==> config.mk <==
export PLATFORM = sky130hd
export DESIGN_NAME = instruction_fetch_unit
export DESIGN_NICKNAME = d
export VERILOG_FILES = /design/src/rtl/instruction_fetch_unit.sv
export SDC_FILE = /design/constraint.sdc
export NUM_CORES = 1
export LEC_CHECK = 0
export CAP_MARGIN = 40
export CORE_UTILIZATION = 40
export CTS_BUF_LIST = sky130_fd_sc_hd__clkbuf_4 sky130_fd_sc_hd__clkbuf_8 sky130_fd_sc_hd__clkbuf_16
export CTS_CLUSTER_DIAMETER = 100
export CTS_CLUSTER_SIZE = 14
export DETAILED_ROUTE_END_ITERATION = 16
export SYNTH_ARGS = -nofsm -noshare
export SYNTH_HDL_FRONTEND = slang
export SYNTH_SLANG_ARGS = --single-unit
==> constraint.sdc <==
create_clock -name clk -period 10 [get_ports clk]
set_input_delay 2 -clock clk [delete_from_list [all_inputs] [get_ports clk]]
set_output_delay 2 -clock clk [all_outputs]
set_load 0.1 [all_outputs]
==> src/rtl/instruction_fetch_unit.sv <==
// -----------------------------------------------------------------------------
// instruction_fetch_unit
//
// Fetch stage feeding the single-cycle decode/execute datapath. It owns the
// fetch PC and issues word requests to instruction memory. Returned words go
// into a small in-order prefetch queue. The queue head is offered to the
// consumer as {instruction, pc, pc+4}. A taken branch/jump from execute
// flushes the queue and restarts fetch at the new target. Responses that are
// still in flight at that point are dropped as they arrive.
//
// Ports
//   clk              rising-edge clock
//   reset            asynchronous, active-high; clears all state
//   imem_req_valid   request valid (credit available, not in reset)
//   imem_req_ready   memory accepts the request this cycle
//   imem_req_addr    word-aligned fetch address (current fetch PC)
//   imem_resp_valid  response valid; in request order, one per accepted request
//   imem_resp_data   returned instruction word
//   redirect_valid   branch/jump taken: flush and restart
//   redirect_pc      new fetch address; bits [1:0] are forced to zero
//   inst_valid       queue head holds a filled instruction
//   inst_ready       consumer accepts the head
//   inst_data        head instruction word
//   inst_pc          head PC
//   inst_pc_plus4    inst_pc + 4, modulo 2^32
// -----------------------------------------------------------------------------
module instruction_fetch_unit #(
  parameter int          DEPTH    = 4,
  parameter logic [31:0] RESET_PC = 32'h0000_0000
) (
  input  logic        clk,
  input  logic        reset,
  output logic        imem_req_valid,
  input  logic        imem_req_ready,
  output logic [31:0] imem_req_addr,
  input  logic        imem_resp_valid,
  input  logic [31:0] imem_resp_data,
  input  logic        redirect_valid,
  input  logic [31:0] redirect_pc,
  output logic        inst_valid,
  input  logic        inst_ready,
  output logic [31:0] inst_data,
  output logic [31:0] inst_pc,
  output logic [31:0] inst_pc_plus4
);

  localparam int PTR_W = $clog2(DEPTH);

  // Pointers carry one extra wrap bit, so a full queue (DEPTH entries) is
  // distinguishable from an empty one when the index bits match.
  typedef logic [PTR_W:0] ptr_t;

  logic [31:0]      fetch_pc;
  logic [31:0]      q_pc   [DEPTH];
  logic [31:0]      q_data [DEPTH];
  logic [DEPTH-1:0] q_filled;

  ptr_t alloc_ptr;
  ptr_t fill_ptr;
  ptr_t rd_ptr;
  ptr_t drop_cnt;   // in-flight responses that belong to a flushed stream

  ptr_t             count;        // allocated and not yet read
  ptr_t             pending;      // allocated and not yet filled
  logic [PTR_W+1:0] credit_used;

  logic [PTR_W-1:0] alloc_idx;
  logic [PTR_W-1:0] fill_idx;
  logic [PTR_W-1:0] rd_idx;

  logic req_fire;
  logic resp_live;   // response that matches an outstanding request
  logic pop;

  assign alloc_idx = alloc_ptr[PTR_W-1:0];
  assign fill_idx  = fill_ptr[PTR_W-1:0];
  assign rd_idx    = rd_ptr[PTR_W-1:0];

  assign count       = alloc_ptr - rd_ptr;
  assign pending     = alloc_ptr - fill_ptr;
  assign credit_used = {1'b0, count} + {1'b0, drop_cnt};

  // Every outstanding response (kept or to-be-dropped) needs a credit. This
  // keeps responses landing in a free slot without response backpressure.
  assign imem_req_valid = ~reset & (credit_used < (PTR_W+2)'(DEPTH));
  assign imem_req_addr  = fetch_pc;

  assign req_fire  = imem_req_valid & imem_req_ready;
  assign resp_live = imem_resp_valid & ((drop_cnt != '0) | (pending != '0));
  assign pop       = inst_valid & inst_ready;

  // Head outputs come straight from registers: a response becomes visible the
  // cycle after it is written, with no bypass from imem_resp_data.
  assign inst_valid    = (count != '0) & q_filled[rd_idx];
  assign inst_data     = q_data[rd_idx];
  assign inst_pc       = q_pc[rd_idx];
  assign inst_pc_plus4 = inst_pc + 32'd4;

  // NOTE: all state below updates with non-blocking assignments. Every branch
  // then reads the pre-edge values of pointers and counters, whatever order
  // the statements appear in.
  always_ff @(posedge clk or posedge reset) begin
    if (reset) begin
      fetch_pc  <= RESET_PC;
      alloc_ptr <= '0;
      fill_ptr  <= '0;
      rd_ptr    <= '0;
      drop_cnt  <= '0;
      q_filled  <= '0;
      // NOTE: the queue storage is cleared on reset. The head entry drives
      // inst_data/inst_pc directly, and those must read as zero after reset.
      for (int i = 0; i < DEPTH; i++) begin
        q_pc[i]   <= '0;
        q_data[i] <= '0;
      end
    end else if (redirect_valid) begin
      // Flush: in-flight responses for the old stream become drops. That is
      // everything allocated but unfilled, plus a request accepted right now.
      // A response arriving now is one of them, so it is consumed here.
      alloc_ptr <= '0;
      fill_ptr  <= '0;
      rd_ptr    <= '0;
      q_filled  <= '0;
      fetch_pc  <= redirect_pc & 32'hFFFF_FFFC;
      drop_cnt  <= drop_cnt + pending + ptr_t'(req_fire) - ptr_t'(resp_live);
    end else begin
      if (req_fire) begin
        q_pc[alloc_idx]     <= fetch_pc;
        q_filled[alloc_idx] <= 1'b0;
        alloc_ptr           <= alloc_ptr + ptr_t'(1);
        fetch_pc            <= fetch_pc + 32'd4;
      end
      // A response with nothing outstanding is a protocol error and is ignored.
      if (imem_resp_valid) begin
        if (drop_cnt != '0) begin
          drop_cnt <= drop_cnt - ptr_t'(1);
        end else if (pending != '0) begin
          q_data[fill_idx]   <= imem_resp_data;
          q_filled[fill_idx] <= 1'b1;
          fill_ptr           <= fill_ptr + ptr_t'(1);
        end
      end
      if (pop) begin
        rd_ptr <= rd_ptr + ptr_t'(1);
      end
    end
  end

endmodule

* Word level (Yosys, flattened, before mapping)
Cells that the tools add are included.
** Word-level totals
- Register bits :: 304
- Input port bits :: 70
- Output and inout port bits :: 130
- Logic and storage cells :: 106
** Operators by class
- $add $sub $neg :: 12
- Order comparisons :: 11
- Eq/ne operators :: 1
- Multiplexer cells :: 37
- Bitwise logic cells :: 15
- Reduce and logical (&&, ||, !) cells :: 16
** Operator list (number)
- 128-bit bitwise mux :: 2
- 32-bit 2-to-1 mux :: 8
- 32-bit binary-select mux with 2-bit select :: 2
- 32-bit demux with 2-bit select :: 2
- 32-bit by 3-bit adder with 32-bit output (second input constant) :: 2
- 3-bit 2-to-1 mux :: 11
- 4-bit 2-to-1 mux :: 6
- 2-bit nonzero test :: 5
- 3-bit by 1-bit adder with 3-bit output (second input constant) :: 3
- 3-bit >= comparator (second input constant) :: 3
- 2-bit by 3-bit less-than comparator with 1-bit output (second input constant) :: 3
- 2-bit NOT with 3-bit output :: 3
- 3-bit nonzero test :: 3
- 3-bit by 1-bit less-than comparator with 1-bit output (second input constant) :: 2
- 3-bit subtractor :: 2
- 1-bit bitwise AND :: 5
- 3-bit by 3-bit adder with 4-bit output :: 1
- 4-bit bitwise AND :: 1
- 1-bit demux with 2-bit select :: 2
- 2-bit by 1-bit >= comparator with 1-bit output (second input constant) :: 2
- 1-bit logical AND :: 4
- 4-bit by 3-bit less-than comparator with 1-bit output (second input constant) :: 1
- 4-bit NOT :: 1
- 4-bit OR :: 1
- 12 further kinds :: 17

* Depth between registers and ports, before layout
Gate-level depths: netlist of run 1.
- Depth in word-level cells :: 13
- Depth in mapped cells :: 19
- Depth with buffers taken out :: 16

* Least setup slack after synthesis of run 1
OpenSTA, ideal clock, no wires.
- Path type :: reg2out
- Start point :: register rd_ptr[0]
- End point :: output port inst_pc_plus4[19]
- Data arrival time :: 4.321 ns
- Required time :: 8.000 ns
- Path slack :: 3.679 ns
- Cell stages (with the launch flop) :: 7
- Buffers on the path :: 1
- Cell sequence :: dfrtp_1 > buf_6 > mux4_1 > nand4_1 > nor4_4 > nand4_1 > xnor2_1
** Between the ends
- Longest elaborated chain between the ends :: 5
** Ends and longest elaborated chain
- from (decl) :: line 60 : ptr_t rd_ptr;
- from (signal assigned) :: line 144 : rd_ptr <= rd_ptr + ptr_t'(1);
- 2-bit NOT with 3-bit output (not written as such) :: line 96 : assign inst_pc = q_pc[rd_idx];
- 32-bit binary-select mux with 2-bit select :: line 96
- 32-bit 2-to-1 mux (not written as such) (2 in series) :: line 96
- named net inst_pc[11] :: line 43 : output logic [31:0] inst_pc,
- 32-bit by 3-bit adder with 32-bit output :: line 97 : assign inst_pc_plus4 = inst_pc + 32'd4;
- to (decl) :: line 44 : output logic [31:0] inst_pc_plus4
The timed path passes the listed nets, and every way through them passes these cells. The select of a mux whose other input is x is not followed.

* Final worst setup path of run 1
- Start point :: register rd_ptr[1]
- End point :: output port inst_pc_plus4[26]
** Between the ends
- Longest elaborated chain between the ends :: 5
** Ends and longest elaborated chain (line)
- 2-bit NOT with 3-bit output (not written as such) :: 96
- 32-bit binary-select mux with 2-bit select :: 96
- 32-bit 2-to-1 mux (not written as such) (2 in series) :: 96
- 32-bit by 3-bit adder with 32-bit output :: 97
No other way between the ends. The select of a mux whose other input is x is not followed.

==> summary.md, run 1 <==
| Metric | Value |
|---|---|
| Dominant synthesized flop cell | `dfrtp_1` |
| Nets | `1397` |
| Post-CTS Resized | `0` |
| Synth Area in Compound Gates | `1.83%` |
| I/O Pins | `200` |
| Post-Synth Adder-Cell Area | `2.21%` |
| Simple-Gate Fraction of Synth Area | `6.95%` |
| Logic pwr share | `58.2%` |
| Initial DRC count | `260` |
| Clock buffer depth | `3` |
| CP Launch Type | `flop` |
| Critical path required time | `8.00 ns` |
| Overflow left after global routing | `0` |
| EDFF count, synth | `0` |
| Hold Crit Class | `flop to flop` |
| Initial antenna violation count | `4` |
| CTS clk-pin slew, worst paths | `0.07 ns` |
| Util after Layout | `54.8%` |
| Max frequency | `0.148 GHz` |
| Clock power frac | `15.2%` |
| Starting Density | `40.6%` |
| Data arrival, critical path | `4.75 ns` |
| Die Ht | `192 um` |
| Synth area leader | `dfrtp_1` |
| Largest family of logic cells by synthesized area | `multiplexers` |
| Placed cells | `1739` |
| Setup Skew | `0.0101 ns` |
| Fin cells | `1769` |
| Worst reg2reg path endpoint | `q_pc[24]` |
| Core Area | `0.0355 mm^2` |
| Switching Share | `44.9%` |
| TritonCTS buffer count | `24` |
| Unrepaired setup endpoints after global routing | `false` |
| CTS tree | `built` |
| Worst-path fanout max | `37` |
| Pre-antenna DRT Iters | `4` |
| Top post-synthesis cells by area | `dfrtp_1 51%, mux2_2 19%, mux4_2 6.9%` |
| Netlist cell types | `54` |
| Slew HR | `43.2%` |
| Synthesized instance count | `1011` |
| Endpoints failing setup | `0` |
| Post-Synth XOR/XNOR Area | `4.08%` |
| M3 GR Usage | `1.99%` |
| GPL Wtd Cong | `0.790` |
| Residual DRC | `0` |
| Pwr dens | `289 mW/mm^2` |
| Crit. End Element | `output pin` |
| Worst slew pin tran | `0.852 ns` |
| FP Rows | `69` |
| Flop pwr share | `26.5%` |
| Pin count of the biggest net entering global routing | `69` |
| Minimum clock period | `6.75 ns` |
| Mux contribution to synthesized area | `30.0%` |
| Setup TNS | `0 ns` |
| Routed wire length | `35000 um` |
| Worst slack at placement | `3.71 ns` |
| Pins Over Slew Limit | `0` |
| NetSw | `2520 uW` |
| Global Route Usage Sum | `19.6%` |
| Async set-reset flop share out of synthesis | `100%` |
| Chip Width | `192 um` |
| Post-CTS Hold Buffers | `0` |
| Hold_sp | `q_data[71]` |
| Most common cell in the netlist | `dfrtp_1` |
| Met2 GRT Util | `33.3%` |
| Vias per cell | `5.30` |
| Final Cycle Share | `67.5%` |
| Critical path origin | `rd_ptr[1]` |
| Final hold violations | `0` |
| GRT met1 Usage | `26.7%` |
| H-tree Lvls | `1` |
| Reg2Reg Setup Slack | `4.65 ns` |
| Mean Syn Cell Area | `14.3 um^2` |
| Final hold slack | `0.491 ns` |
| Detailed placer's ending HPWL | `23400 um` |
| Crit Path Category | `flop to output pin` |
| Status | `finished clean` |
| Gr busiest metal | `met2` |
| Worst hold stages | `1` |
| Max VDD drop | `0.000250 V` |
| First-pass GRT wire length | `55500 um` |
| DR vias | `9369` |
| Cell Area, Synth | `0.0144 mm^2` |
| Flop and latch count out of synthesis | `294` |
| Syn-to-layout area delta | `34.8%` |
| Pleak | `0.00886 uW` |
| Vias in the first global route | `9891` |
| I/O Buffers | `191` |
| Clock Latency Late Sink | `0.53 ns` |
| Reg2reg path depth | `12` |
| Synth top area share | `51.1%` |
| Number of max-cap violations | `0` |
| Die area | `0.0368 mm^2` |
| Share of cells above drive strength 1 | `36.6%` |
| Reg-to-Reg Start | `rd_ptr[1]` |
| Setup WS post-layout | `3.25 ns` |
| Root Buffer | `clkbuf_16` |
| P_int | `3090 uW` |
| Yosys Warn Count | `0` |
| Seq/Total Area, Yosys | `51.1%` |
| Filler cells | `2888` |
| Post-route ant nets | `0` |
| CTS sink cnt | `294` |
| Routed len/inst | `19.8 um` |
| Synth cell count leaders | `294 x dfrtp_1, 245 x mux2_2, 58 x nand2_1, 44 x mux4_2, 43 x xnor2_1` |
| Hold endpoint | `q_data[71]` |
| Post-CTS Setup Bufs | `0` |
-- critical path, stage by stage (launching register included) --
cell and delay [ns]:
dfrtp_2 0.91, buf_4 0.65, mux4_2 0.46, nand4_1 0.33, nor4_4 0.72, nand4_1 0.20
xnor2_1 0.19, clkdlybuf4s50_1 0.54, buf_8 0.20
-- worst max-delay path by stage --
stage / slack, ns / cells past startpoint / to
after floorplan: 3.68 / 6 / inst_pc_plus4[19]
after global placement: 3.37 / 8 / inst_pc_plus4[28]
after detailed placement: 3.71 / 9 / inst_pc_plus4[28]
after CTS: 3.13 / 9 / inst_pc_plus4[28]
after global routing: 2.98 / 9 / inst_pc_plus4[28]
final: 3.25 / 8 / inst_pc_plus4[26]
-- cells by family (layout without fill, tap and decap cells) --
logic type | count (synthesis) | count (layout)
mux | 315 | 315
flops | 294 | 294
simple gates | 175 | 175
buf+inv | 94 | 383
xor+xnor | 64 | 64
compound gates | 45 | 45
fa+ha+maj | 23 | 23
other cells | 1 | 9
-- state kept, by name, indices dropped and copies added (netlist names) --
name,flops
alloc_ptr,3
q_data,128
q_pc,120
drop_cnt,3
fill_ptr,3
rd_ptr,3
imem_req_addr,30
q_filled,4
-- layout by cell type (no fill, tap or decap), drive strengths merged, types with 22 or more instances in the layout --
cell type      instances
mux4                  63
clkbuf                27
o21ai                 29
mux2                 249
nor2                  22
nand2                 62
clkdlybuf4s50        190
inv                   26
dfrtp                294
xnor2                 43
buf                  139
-- cell type report --
type	instances	area (um^2)	area share [%]
diodes	3	7.51	0.0386
clock buffers	27	641	3.30
inverters	27	105	0.541
multi-input cells	628	6520	33.5
flip-flops and latches	294	7360	37.9
well taps	461	577	2.97
repair buffers	329	4220	21.7
-- power by group through the flow --
stage          sequential (uW)  clock, uW  combinational (uW)
2_1_floorplan             1550          0                1930
3_3_place_gp              1500          0                2510
3_5_place_dp              1510          0                3280
4_1_cts                   1490        888                3290
5_1_grt                   1510        926                3380
6_report                  1490        854                3270
-- per-stage QoR --
stage                     cell area [um^2]  total power (uW)
after floorplan                      14400              3480
after global placement               16600              4010
after detailed placement             18800              4790
after CTS                            19400              5660
after global routing                 19400              5820
final                                19400              5610
-- layer usage --
layer / up-vias / wire length [um] / share of wire, %
li1: 4249 / - / -
met1: 4896 / 15700 / 45
met2: 174 / 17500 / 50
met3: 50 / 1080 / 3.1
met4: 0 / 698 / 2.0
met5: - / 0 / 0
(Power assumes the default switching activity.)
==> inputs of run 2 (changes only) <==
Clock period 10 ns to 6.3 ns, I/O delays scaled along.
==> run 2 against run 1 <==
Compared with the run above:
- register-to-register slack got worse by 3.1 ns
- global-route usage fell by 0.33 points
- combinational power rose by 54%
- flip-flop and latch count did not move
- clock-buffer cell count did not move
- cell area fell by 0.98%
- hold slack got worse by 0.0016 ns
- die area did not move
- utilization fell by 0.54 points
- critical path type unchanged
- clock power rose by 59%
- critical path depth fell by 1
==> summary.md, run 2 (synthesized netlist as in run 1, its figures left out) <==
| Metric | Value |
|---|---|
| Pins Over Slew Limit | `0` |
| Reg-to-Reg Start | `rd_ptr[0]` |
| Clock Latency Late Sink | `0.53 ns` |
| Data arrival, critical path | `3.96 ns` |
| Nets | `1383` |
| Final hold slack | `0.490 ns` |
| Pwr dens | `455 mW/mm^2` |
| Vias in the first global route | `9699` |
| H-tree Lvls | `1` |
| Detailed placer's ending HPWL | `22600 um` |
| First-pass GRT wire length | `55100 um` |
| Die area | `0.0368 mm^2` |
| Routed len/inst | `19.7 um` |
| Slowest CP cell | `dfrtp_4` |
| Worst reg2reg path endpoint | `drop_cnt[2]` |
| Ant. Diodes | `0` |
| Reg2reg path depth | `15` |
| DR vias | `9214` |
| Number of max-cap violations | `0` |
| Critical path required time | `5.04 ns` |
| Post-CTS Hold Buffers | `0` |
| Die Ht | `192 um` |
| Crit path buffers/inverters | `3` |
| Crit path max-delay family | `flip-flops` |
| Vias per cell | `5.26` |
| Final hold violations | `0` |
| FP Rows | `69` |
| Commonest non-fill, non-tap cells in the layout | `292 x dfrtp_1, 245 x mux2_2, 176 x clkdlybuf4s50_1` |
| I/O Buffers | `191` |
| CTS tree | `built` |
| Routed wire length | `34500 um` |
| Hold_sp | `q_data[71]` |
| Crit. End Element | `output pin` |
| Pin count of the biggest net entering global routing | `136` |
| Starting Density | `40.6%` |
| Max frequency | `0.192 GHz` |
| Initial antenna violation count | `0` |
| Minimum clock period | `5.22 ns` |
| Share of cells above drive strength 1 | `37.0%` |
| Post-route ant nets | `0` |
| Slowest stage delay, CP | `0.91 ns` |
| Crit Path Category | `flop to output pin` |
| Cell chain of the critical path | `mux4_1, ha_1, inv_1, nor4_4, xor2_1, clkdlybuf4s50_1, buf_8` |
| Post-CTS Resized | `0` |
| Residual DRC | `0` |
| Final Cycle Share | `82.8%` |
| Hold endpoint | `q_data[71]` |
| Syn-to-layout area delta | `33.5%` |
| Overflow left after global routing | `0` |
| Reg2Reg Setup Slack | `1.57 ns` |
| Pre-antenna DRT Iters | `4` |
| CTS clk-pin slew, worst paths | `0.07 ns` |
| Hold Crit Class | `flop to flop` |
| Core Area | `0.0355 mm^2` |
| GPL Wtd Cong | `0.776` |
| Initial DRC count | `315` |
| Setup TNS | `0 ns` |
| Post-CTS Setup Bufs | `0` |
| Largest register FFs | `128` |
| Chip Width | `192 um` |
| Worst hold stages | `1` |
| Root Buffer | `clkbuf_16` |
| Clock buffer depth | `3` |
| CP Launch Type | `flop` |
| Unrepaired setup endpoints after global routing | `false` |
| Worst-path fanout max | `33` |
| Global Route Usage Sum | `19.3%` |
| Worst slew pin tran | `0.786 ns` |
| Max VDD drop | `0.000459 V` |
| I/O Pins | `200` |
| Setup Skew | `0.0108 ns` |
| Slew HR | `47.6%` |
| CTS sink cnt | `294` |
| Top reg by flops | `q_data` |
| Endpoints failing setup | `0` |
| Pleak | `0.00879 uW` |
| Status | `finished clean` |
| Most common cell after layout, fill and taps aside | `dfrtp_1` |
| TritonCTS buffer count | `24` |
## run 2: cell count changes in the layout (fill, tap and decap cells not counted)
cell | before | now
buf_12 | 2 | 4
buf_16 | 26 | 29
buf_4 | 12 | 24
buf_8 | 98 | 81
clkdlybuf4s50_1 | 190 | 176
diode_2 | 3 | 0
## run 2: worst register-to-register path: cells and delay by family, from the launching register on
| kind | cells | cell delay, ns |
|---|---|---|
| adder cells (fa/ha/maj) | 5 | 1.54 |
| XOR/XNOR | 4 | 0.70 |
| AO/OA/AOI/OAI | 1 | 0.09 |
| flip-flops | 1 | 0.91 |
| AND/OR/NAND/NOR | 2 | 0.88 |
| buffers and inverters | 3 | 0.47 |
## run 2: area by class of cell
cell class	instances	area, um^2
Fill cell	2927	16200
Sequential cell	294	7360
Multi-Input combinational cell	628	6520
Timing Repair Buffer	315	4040
Clock buffer	27	641
Tap cell	461	577
Inverter	27	105
## run 2: worst max path at each step
stage | startpoint | endpoint | slack (ns) | depth (start not counted)
3_3_place_gp | rd_ptr[0] | inst_pc_plus4[16] | 1.25 | 6
5_1_grt | rd_ptr[0] | inst_pc_plus4[16] | 0.89 | 7
6_report | rd_ptr[0] | inst_pc_plus4[16] | 1.08 | 7
4_1_cts | rd_ptr[0] | inst_pc_plus4[16] | 1.01 | 7
3_5_place_dp | rd_ptr[0] | drop_cnt[2] | 1.51 | 15
2_1_floorplan | rd_ptr[0] | inst_pc_plus4[19] | 0.72 | 6
## run 2: power breakdown
group	internal [uW]	leakage (uW)	total (uW)	switching [uW]
clock	709	0.000317	1360	653
combinational	1900	0.00452	5040	3140
sequential	2180	0.00395	2360	182
total	4790	0.00879	8760	3970
## run 2: layer usage
metal  global-route usage [%]  wire length [um]
met3                     1.94               931
met4                     4.64               728
met2                     32.5             17100
met1                     26.7             15700
met5                        0                 0
## run 2: through the flow
stage	instance area (um^2)	cells	utilization [%]	power, uW	setup slack (ns)
after detailed placement	18600	1725	52.4	7460	1.51
after floorplan	14400	1016	-	5530	0.719
after global placement	16600	1614	46.7	6350	1.25
after global routing	19200	1752	54.2	9110	0.886
final	19200	1752	54.2	8760	1.08
after CTS	19200	1752	54.2	8850	1.01
==> inputs of run 3 (changes only) <==
Clock period 6.3 ns to 5.25 ns, I/O delays scaled along.
==> run 3 against run 2 <==
Compared with the run above:
- utilization down 2.4 points
- critical path depth unchanged
- largest power group unchanged
- global-route usage down 0.61 points
- clock power up 18%
- worst setup slack worse by 0.46 ns
- power up 12%
- combinational power up 6.2%
- cell area down 4.4%
==> summary.md, run 3 (synthesized netlist as in run 1, its figures left out) <==
| Metric | Value |
|---|---|
| H-tree Lvls | `1` |
| Reg-to-Reg Start | `rd_ptr[1]` |
| Post-route ant nets | `0` |
| Overflow left after global routing | `0` |
| Nets | `1344` |
| Top reg by flops | `q_data` |
| CTS clk-pin slew, worst paths | `0.07 ns` |
| Vias per cell | `5.30` |
| Slew HR | `40.0%` |
| Crit Path Category | `flop to output pin` |
| NetSw | `4620 uW` |
| Critical path origin | `rd_ptr[1]` |
| Multi-input gate area | `0.00661 mm^2` |
| Ant. Diodes | `0` |
| Pre-antenna DRT Iters | `4` |
| Design Area, Final | `0.0184 mm^2` |
| Max VDD drop | `0.000772 V` |
| Vias in the first global route | `9385` |
| Root Buffer | `clkbuf_16` |
| GPL Wtd Cong | `0.777` |
| I/O Pins | `200` |
| Crit. End Element | `output pin` |
| Pwr dens | `532 mW/mm^2` |
| Most Frequent Cell on Critical Path | `buf_4` |
| Worst slew pin tran | `0.900 ns` |
| Filler cells | `3029` |
| Pin count of the biggest net entering global routing | `158` |
| Routed len/inst | `19.6 um` |
| Final hold violations | `0` |
| Hold_sp | `q_data[71]` |
| DR vias | `9069` |
| CP Launch Type | `flop` |
| Die area | `0.0368 mm^2` |
| Pins Over Slew Limit | `0` |
| Share of cells above drive strength 1 | `39.3%` |
| Switching Share | `47.3%` |
| Slowest CP cell | `dfrtp_2` |
| Status | `finished clean` |
| Area after DPL | `0.0178 mm^2` |
| P_int | `5160 uW` |
| Routed wire length | `33600 um` |
| Commonest non-fill, non-tap cells in the layout | `292 x dfrtp_1, 245 x mux2_2, 134 x clkdlybuf4s50_1` |
| Reg2reg path depth | `14` |
| Most common cell after layout, fill and taps aside | `dfrtp_1` |
| Initial antenna violation count | `1` |
| Largest register FFs | `128` |
| Setup TNS | `0 ns` |
| Core Area | `0.0355 mm^2` |
| Post-CTS Resized | `0` |
| Clock Latency Late Sink | `0.52 ns` |
| Data arrival, critical path | `3.58 ns` |
| Critical path required time | `4.20 ns` |
| First-pass GRT wire length | `53200 um` |
| TritonCTS buffer count | `24` |
| Cell chain of the critical path | `buf_4, mux4_2, nand4_2, nor4_4, nand4_1, xnor2_2, buf_4` |
| Post-CTS Hold Buffers | `0` |
| Syn-to-layout area delta | `27.6%` |
| Fin cells | `1712` |
| Starting Density | `40.6%` |
| Worst-path fanout max | `21` |
| Chip Width | `192 um` |
| Die Ht | `192 um` |
| Clock buffer depth | `3` |
| Placed cells | `1686` |
| Setup Skew | `0.0115 ns` |
| Endpoints failing setup | `0` |
| I/O Buffers | `191` |
| Slowest stage delay, CP | `0.80 ns` |
| Final Cycle Share | `88.2%` |
| Final hold slack | `0.493 ns` |
| Sequential cell area | `0.00736 mm^2` |
| Unrepaired setup endpoints after global routing | `false` |
| Pleak | `0.00857 uW` |
| FP Rows | `69` |
| Post-CTS Setup Bufs | `0` |
| Global Route Usage Sum | `18.6%` |
| Logic pwr share | `54.6%` |
| Worst hold stages | `1` |
| CTS sink cnt | `294` |
| Detailed placer's ending HPWL | `22000 um` |
| Number of max-cap violations | `0` |
| Residual DRC | `0` |
| Initial DRC count | `468` |
| Minimum clock period | `4.63 ns` |
| Flop pwr share | `29.0%` |
| Clock power frac | `16.4%` |
| Max frequency | `0.216 GHz` |
| CTS tree | `built` |
| Hold Crit Class | `flop to flop` |
[run 3: cell count changes in the layout (fill, tap and decap cells not counted)]
| cell | before | now |
|---|---|---|
| clkbuf_4 | 2 | 1 |
| clkdlybuf4s50_1 | 176 | 134 |
| buf_12 | 4 | 2 |
| xnor2_1 | 43 | 31 |
| xnor2_2 | 0 | 12 |
| buf_16 | 29 | 13 |
| buf_4 | 24 | 70 |
| buf_8 | 81 | 56 |
[run 3: final cells by class]
type	instances	share of cell area [%]
timing repair buffer	276	16.9
clock buffer	26	3.44
sequential	294	40.0
multi-input combinational	628	35.9
inverter	27	0.571
tap	461	3.14
[run 3: worst paths after layout]
kind / to / slack (ns)
worst max-delay path: inst_pc_plus4[28] / 0.62
worst min register to register: q_data[71] / 0.49
worst max register to register: drop_cnt[2] / 1.34
max in group asynchronous: imem_req_addr[22] / 3.27
min in group asynchronous: q_pc[67] / 0.86
worst min-delay path: q_data[71] / 0.49
[run 3: routing by layer]
layer / wire length, um / GRT usage, % / vias to the layer above
met2: 16600 / 30.9 / 139
met3: 929 / 2.21 / 35
li1: - / - / 4129
met4: 637 / 4.15 / 0
met1: 15400 / 26.2 / 4766
met5: 0 / 0 / -
[run 3: metrics by stage]
stage,setup WS [ns],total power [uW],utilization (%)
2_1_floorplan,0.00767,6670,-
3_3_place_gp,1.20,7620,46.7
3_5_place_dp,1.15,8260,50.1
4_1_cts,0.573,9900,51.8
5_1_grt,0.454,10200,51.8
6_report,0.619,9790,51.8
[run 3: critical path: cells and delay by family (launching register included)]
| family | cells | cell delay [ns] |
|---|---|---|
| mux | 1 | 0.33 |
| buf+inv | 2 | 0.68 |
| flops | 1 | 0.80 |
| xor+xnor | 1 | 0.18 |
| simple gates | 3 | 1.03 |
[run 3: power by group through the flow]
stage	Clock, uW	Sequential, uW	Combinational, uW
2_1_floorplan	0	2950	3720
3_3_place_gp	0	2860	4760
3_5_place_dp	0	2870	5380
4_1_cts	1680	2830	5390
5_1_grt	1760	2880	5540
6_report	1610	2830	5350
